**config.mk**
```make
export PLATFORM = sky130hd
export DESIGN_NAME = commit_result_queue_flat
export DESIGN_NICKNAME = d
export VERILOG_FILES = /design/src/rtl/commit_result_queue_if.sv /design/src/rtl/commit_result_queue.sv /design/src/flat_wrapper.sv
export SDC_FILE = /design/constraint.sdc
export NUM_CORES = 1
export LEC_CHECK = 0
export CAP_MARGIN = 20
export CORE_ASPECT_RATIO = 1.75
export CORE_MARGIN = 2
export CORE_UTILIZATION = 55
export DETAILED_ROUTE_END_ITERATION = 16
export PLACE_DENSITY = 0.78
export SYNTH_ARGS = -nofsm -noshare
export SYNTH_HDL_FRONTEND = slang
export SYNTH_SLANG_ARGS = --single-unit
```
**constraint.sdc**
```tcl
create_clock -name clk -period 8.73 [get_ports clk]
set_clock_uncertainty 0.05 [all_clocks]
set_input_delay 2.619 -clock clk [delete_from_list [all_inputs] [get_ports clk]]
set_output_delay 2.619 -clock clk [all_outputs]
set_load 0.02 [all_outputs]
```
**src/rtl/commit_result_queue_if.sv**
```systemverilog
// Shared execute->commit result types and the queue handshake interface.
// Pair-entry lanes travel as execute_to_commit_bus_t.
package commit_result_pkg;
  typedef struct packed {
    logic        valid;
    logic [31:0] pc;
    logic [4:0]  rd;
    logic [31:0] result;
    logic        exc;
  } execute_to_commit_bus_t;
endpackage

interface commit_result_queue_if;
  import commit_result_pkg::*;

  logic                   flush;
  execute_to_commit_bus_t exe_bus1;
  execute_to_commit_bus_t exe_bus2;
  logic                   result_allowin;
  logic                   commit_valid;
  logic                   commit_ready;
  execute_to_commit_bus_t commit_bus1;
  execute_to_commit_bus_t commit_bus2;
  logic                   overflow_err;

  modport master (
    output flush,
    output exe_bus1,
    output exe_bus2,
    input  result_allowin,
    input  commit_valid,
    output commit_ready,
    input  commit_bus1,
    input  commit_bus2,
    input  overflow_err
  );

  modport slave (
    input  flush,
    input  exe_bus1,
    input  exe_bus2,
    output result_allowin,
    output commit_valid,
    input  commit_ready,
    output commit_bus1,
    output commit_bus2,
    output overflow_err
  );
endinterface

```
**src/rtl/commit_result_queue.sv**
```systemverilog
// Pair-entry result queue between execute_stage and commit.
// Optional same-cycle bypass when empty: define COMMIT_RESULT_BYPASS_EN.
module commit_result_queue
  import commit_result_pkg::*;
#(
  parameter int DEPTH = 4
) (
  input logic                 clk,
  input logic                 reset,
  commit_result_queue_if.slave cq
);

  localparam int CNT_W = $clog2(DEPTH) + 1;
  localparam int PTR_W = CNT_W - 1;

  execute_to_commit_bus_t mem1 [DEPTH];
  execute_to_commit_bus_t mem2 [DEPTH];

  logic [CNT_W-1:0] count;
  logic [PTR_W-1:0] wptr;
  logic [PTR_W-1:0] rptr;
  logic             ovf;

  execute_to_commit_bus_t lane1;
  execute_to_commit_bus_t lane2;
  execute_to_commit_bus_t head1;
  execute_to_commit_bus_t head2;

  logic empty;
  logic full;
  logic push_en;
  logic pop_en;
  logic byp;
  logic byp_take;
  logic do_wr;
  logic do_rd;
  logic ovf_set;
  logic [CNT_W:0] need;

  // Invalid lanes are zeroed so stale payload never reaches commit.
  assign lane1 = cq.exe_bus1.valid ? cq.exe_bus1 : '0;
  assign lane2 = cq.exe_bus2.valid ? cq.exe_bus2 : '0;

  assign empty = (count == '0);
  assign full  = (count == CNT_W'(DEPTH));

  assign push_en = (cq.exe_bus1.valid | cq.exe_bus2.valid)
                 & ~cq.flush;

  assign head1 = empty ? '0 : mem1[rptr];
  assign head2 = empty ? '0 : mem2[rptr];

`ifdef COMMIT_RESULT_BYPASS_EN
  assign byp = empty & push_en & reset;

  always_comb begin
    cq.commit_valid = (~empty | byp) & ~cq.flush;
    cq.commit_bus1  = head1;
    cq.commit_bus2  = head2;
    if (byp) begin
      cq.commit_bus1 = lane1;
      cq.commit_bus2 = lane2;
    end
  end
`else
  assign byp = 1'b0;

  always_comb begin
    cq.commit_valid = ~empty;
    cq.commit_bus1  = head1;
    cq.commit_bus2  = head2;
  end
`endif

  assign pop_en   = cq.commit_valid & cq.commit_ready & ~cq.flush;
  assign byp_take = byp & cq.commit_ready;
  assign do_rd    = pop_en & ~empty;
  assign do_wr    = push_en & ~byp_take & (~full | do_rd);
  assign ovf_set  = push_en & full & ~pop_en;

  // Headroom of two pairs: one already issued, one in execute now.
  assign need = {1'b0, count} + (CNT_W+1)'(push_en);
  assign cq.result_allowin = (need <= (CNT_W+1)'(DEPTH - 2));

  assign cq.overflow_err = ovf;

  always_ff @(posedge clk) begin
    if (!reset) begin
      count <= '0;
      wptr  <= '0;
      rptr  <= '0;
      ovf   <= 1'b0;
    end else if (cq.flush) begin
      count <= '0;
      wptr  <= '0;
      rptr  <= '0;
    end else begin
      if (do_wr) wptr <= wptr + 1'b1;
      if (do_rd) rptr <= rptr + 1'b1;
      unique case (1'b1)
        (do_wr & ~do_rd): count <= count + 1'b1;
        (do_rd & ~do_wr): count <= count - 1'b1;
        default:          count <= count;
      endcase
      if (ovf_set) ovf <= 1'b1;
    end
  end

  always_ff @(posedge clk) begin
    if (reset && do_wr) begin
      mem1[wptr] <= lane1;
      mem2[wptr] <= lane2;
    end
  end

`ifndef SYNTHESIS
  always_ff @(posedge clk) begin
    if (reset) begin
      assert (!ovf_set)
        else $warning("commit_result_queue: push dropped, queue full");
    end
  end
`endif

endmodule

```
**src/flat_wrapper.sv**
```systemverilog
// flat-port wrapper written by rule: the top's interface ports become plain ports
module commit_result_queue_flat import commit_result_pkg::*;
#(
  parameter int DEPTH = 4
)
  (clk, reset, cq_flush, cq_exe_bus1, cq_exe_bus2, cq_result_allowin, cq_commit_valid, cq_commit_ready, cq_commit_bus1, cq_commit_bus2, cq_overflow_err);
  commit_result_queue_if cq_i ();
  input logic clk;
  input logic reset;
  input wire logic [$bits(cq_i.flush)-1:0] cq_flush;
  input wire logic [$bits(cq_i.exe_bus1)-1:0] cq_exe_bus1;
  input wire logic [$bits(cq_i.exe_bus2)-1:0] cq_exe_bus2;
  output wire logic [$bits(cq_i.result_allowin)-1:0] cq_result_allowin;
  output wire logic [$bits(cq_i.commit_valid)-1:0] cq_commit_valid;
  input wire logic [$bits(cq_i.commit_ready)-1:0] cq_commit_ready;
  output wire logic [$bits(cq_i.commit_bus1)-1:0] cq_commit_bus1;
  output wire logic [$bits(cq_i.commit_bus2)-1:0] cq_commit_bus2;
  output wire logic [$bits(cq_i.overflow_err)-1:0] cq_overflow_err;
  assign cq_i.flush = cq_flush;
  assign cq_i.exe_bus1 = cq_exe_bus1;
  assign cq_i.exe_bus2 = cq_exe_bus2;
  assign cq_result_allowin = cq_i.result_allowin;
  assign cq_commit_valid = cq_i.commit_valid;
  assign cq_i.commit_ready = cq_commit_ready;
  assign cq_commit_bus1 = cq_i.commit_bus1;
  assign cq_commit_bus2 = cq_i.commit_bus2;
  assign cq_overflow_err = cq_i.overflow_err;
  commit_result_queue #(.DEPTH(DEPTH)) u_core (.clk(clk), .reset(reset), .cq(cq_i));
endmodule
```
==> qor.yml <==
outcome: "completed"
cp_max_fo: 4
pwr-share-clk_pct: 37.8
syn_nets: 1284
worst_pin_slew_ns: 1.00
maxSlewHeadroom_pct: 33.3
seqPwrFrac_pct: 53.1
final_cells: 2012
ctsHoldBuffers: 0
coreArea_um2: 41500
antenna_found_initial: 1
post_cts_resized: 0
max_freq_mhz: 133
p_comb_share_pct: 9.1
portBuffers: 290
maxSlewViolCount: 0
grt_max_degree: 90
synth_top_flop_cell: "edfxtp_1"
initial_utilization_pct: 55.4
drt-pass1-iter-count: 5
clkLatencyLatePin_ns: 0.56
rows: 99
die_area_um2: 43500
p_switching_mw: 1.22
ios: 291
layout-drive-gt1-share_pct: 15.8
intPower_mw: 4.62
via_count: 11347
routed_wl_um: 46300
gr-total-overflow: 0
synth_edf_count: 568
track_usage_pct: 21.5
clk_path_buf_depth: 3
use_met1_pct: 25.7
drc_errors: 0
die_h_um: 275
crit_required_ns: 6.06
min_period_ns: 7.53
setup_viol: 0
synth_cells: 1131
grt_first_pass_wirelength_um: 69400
clock-root-buffer: "clkbuf_16"
post_cts_buffers: 0
syn_to_final_growth_pct: 22.0
synth-seq-cells: 578
max_stage_delay_ns: 0.71
cap_violations: 0
leakage_nw: 8.91
rsz0062_at_grt: "no"
syn-cell-area_um2: 23000
cts_made_buffers: 49
worstPathArrival_ns: 4.86
cts.sinks: 578
total_power_mw: 5.84
htreeDepth: 2
yosys_warnings: 0
grt_pass1_vias: 12254
syn_area_per_cell_um2: 20.3
grt-busiest-layer: "met2"
async_reset_ff_share_pct: 0
antenna_left: 0
fin_nets: 1569
dp_hpwl_um: 26200
critPathKind: "in -> out"
cp-end-kind: "output pin"
synth_seq_area_share_pct: 75.0
drt_iter0_drc: 721
path_delay_family: "buffers and inverters"
die_w_um: 159
powerDensity_nw_per_um2: 208
ir_worst_vdd_uv: 231
worst_hold_path_type: "reg -> reg"
finalSetupTns_ns: 0
synthDistinctLibCells: 33
routedWlPerCell_um: 23.0
dp.cells: 1920
cp_slowest_cell: "clkdlybuf4s50_1"
switching_share_pct: 20.9
met2_usage_pct: 38.3
critPathBufInv: 2
path_cells: "clkdlybuf4s50_1 -> nor2_1 -> ha_1 -> ha_1 -> nand2_1 -> a21oi_1 -> nor2_1 -> a21oi_1 -> clkdlybuf4s50_1"
start_kind: "input pin"
via_per_inst: 5.64
gr-usage-met3_pct: 3.94
cts.reportedPaths.clkPinSlew_ns: 0.07
period_share_pct: 86.3
finalHoldViolations: 0
tritoncts: "yes"
gp_congestion: 0.766
-- cells by family (layout without fill, tap and decap cells) --
logic type	count (synthesis)	after routing	share of synthesized area (%)
and+or+nand+nor	315	315	8.50
other	0	1	0
xor gates and xnor gates	3	3	0.114
DFF	578	578	75.0
muxes	144	144	14.0
buffers and inverters	70	395	1.57
AOI/OAI and AO/OA	14	14	0.386
adders and majority gates	7	7	0.413
-- path summary, 6_finish.rpt --
path                                              startpoint                      endpoint  cells past startpoint  slack, ns
worst min register to register   u_core.rptr[1]$_SDFFE_PP0P_   u_core.rptr[1]$_SDFFE_PP0P_                      2       0.48
worst min-delay path             u_core.rptr[1]$_SDFFE_PP0P_   u_core.rptr[1]$_SDFFE_PP0P_                      2       0.48
worst max-delay path                                cq_flush             cq_result_allowin                      9       1.20
worst max register to register  u_core.count[1]$_SDFFE_PP0P_  u_core.count[2]$_SDFFE_PP0P_                      7       5.08
-- synth_stat cells (all sizes together) (6+ instances only) --
cell	number	area [um2]
a21oi	6	30.0
mux4	142	3200
clkbuf	37	139
buf	29	208
and2	282	1760
ha	6	75.1
edfxtp	568	17100
nor2	11	41.3
dfxtp	10	200
-- placed cells by master, fill, tap and decap left out, drive strengths merged, types with 7 or more instances in the layout --
cell	n
bufinv	7
mux4	142
and2	282
edfxtp	568
clkbuf	62
clkdlybuf4s50	288
buf	12
dfxtp	10
clkinv	20
nor2	11
-- area by class of cell --
cell class / count / area [um2]
inverter: 4 / 15.0
clock buffer: 62 / 1320
clock inverter: 29 / 313
timing repair buffer: 300 / 3040
tap: 555 / 694
antenna: 1 / 2.50
multi-input combinational: 483 / 5400
sequential: 578 / 17300
fill: 2664 / 13400
-- flip-flops by register name, indices dropped and copies added (netlist names), named ones only --
signal	cells
u_core.count	3
u_core.cq.overflow_err	1
u_core.mem1	284
u_core.mem2	284
u_core.rptr	2
u_core.wptr	2
-- worst register-to-register path, delay by kind of cell (launching register included) --
kind            cells  cell delay [ns]
simple gates        3             1.40
buf+inv             1             0.76
fa+ha+maj           1             0.50
flops               1             0.49
compound gates      2             0.31
-- power by group through the flow --
stage          clock network [mW]  registers, mW  logic [mW]
3_3_place_gp                    0           3.16       0.530
5_1_grt                      2.35           3.10       0.565
4_1_cts                      2.25           3.10       0.539
2_1_floorplan                   0           3.16       0.273
6_report                     2.21           3.10       0.529
3_5_place_dp                    0           3.16       0.536
-- layer usage --
layer  up-vias  wire, um
li1       5004         -
met1      5920     17200
met2       327     25000
met3        94      2340
met4         2      1770
met5         -        15
-- stage by stage --
step                setup WS, ns  instance area [um2]  util, %  hold WS, ns
floorplan                   1.59                23000        -        0.435
global placement            1.19                26400     63.7        0.438
CTS                         1.17                28000     67.6        0.487
global route                1.08                28000     67.6        0.513
finish                      1.20                28100     67.6        0.479
detailed placement          1.17                26400     63.7        0.459
(Power assumes the default switching activity.)
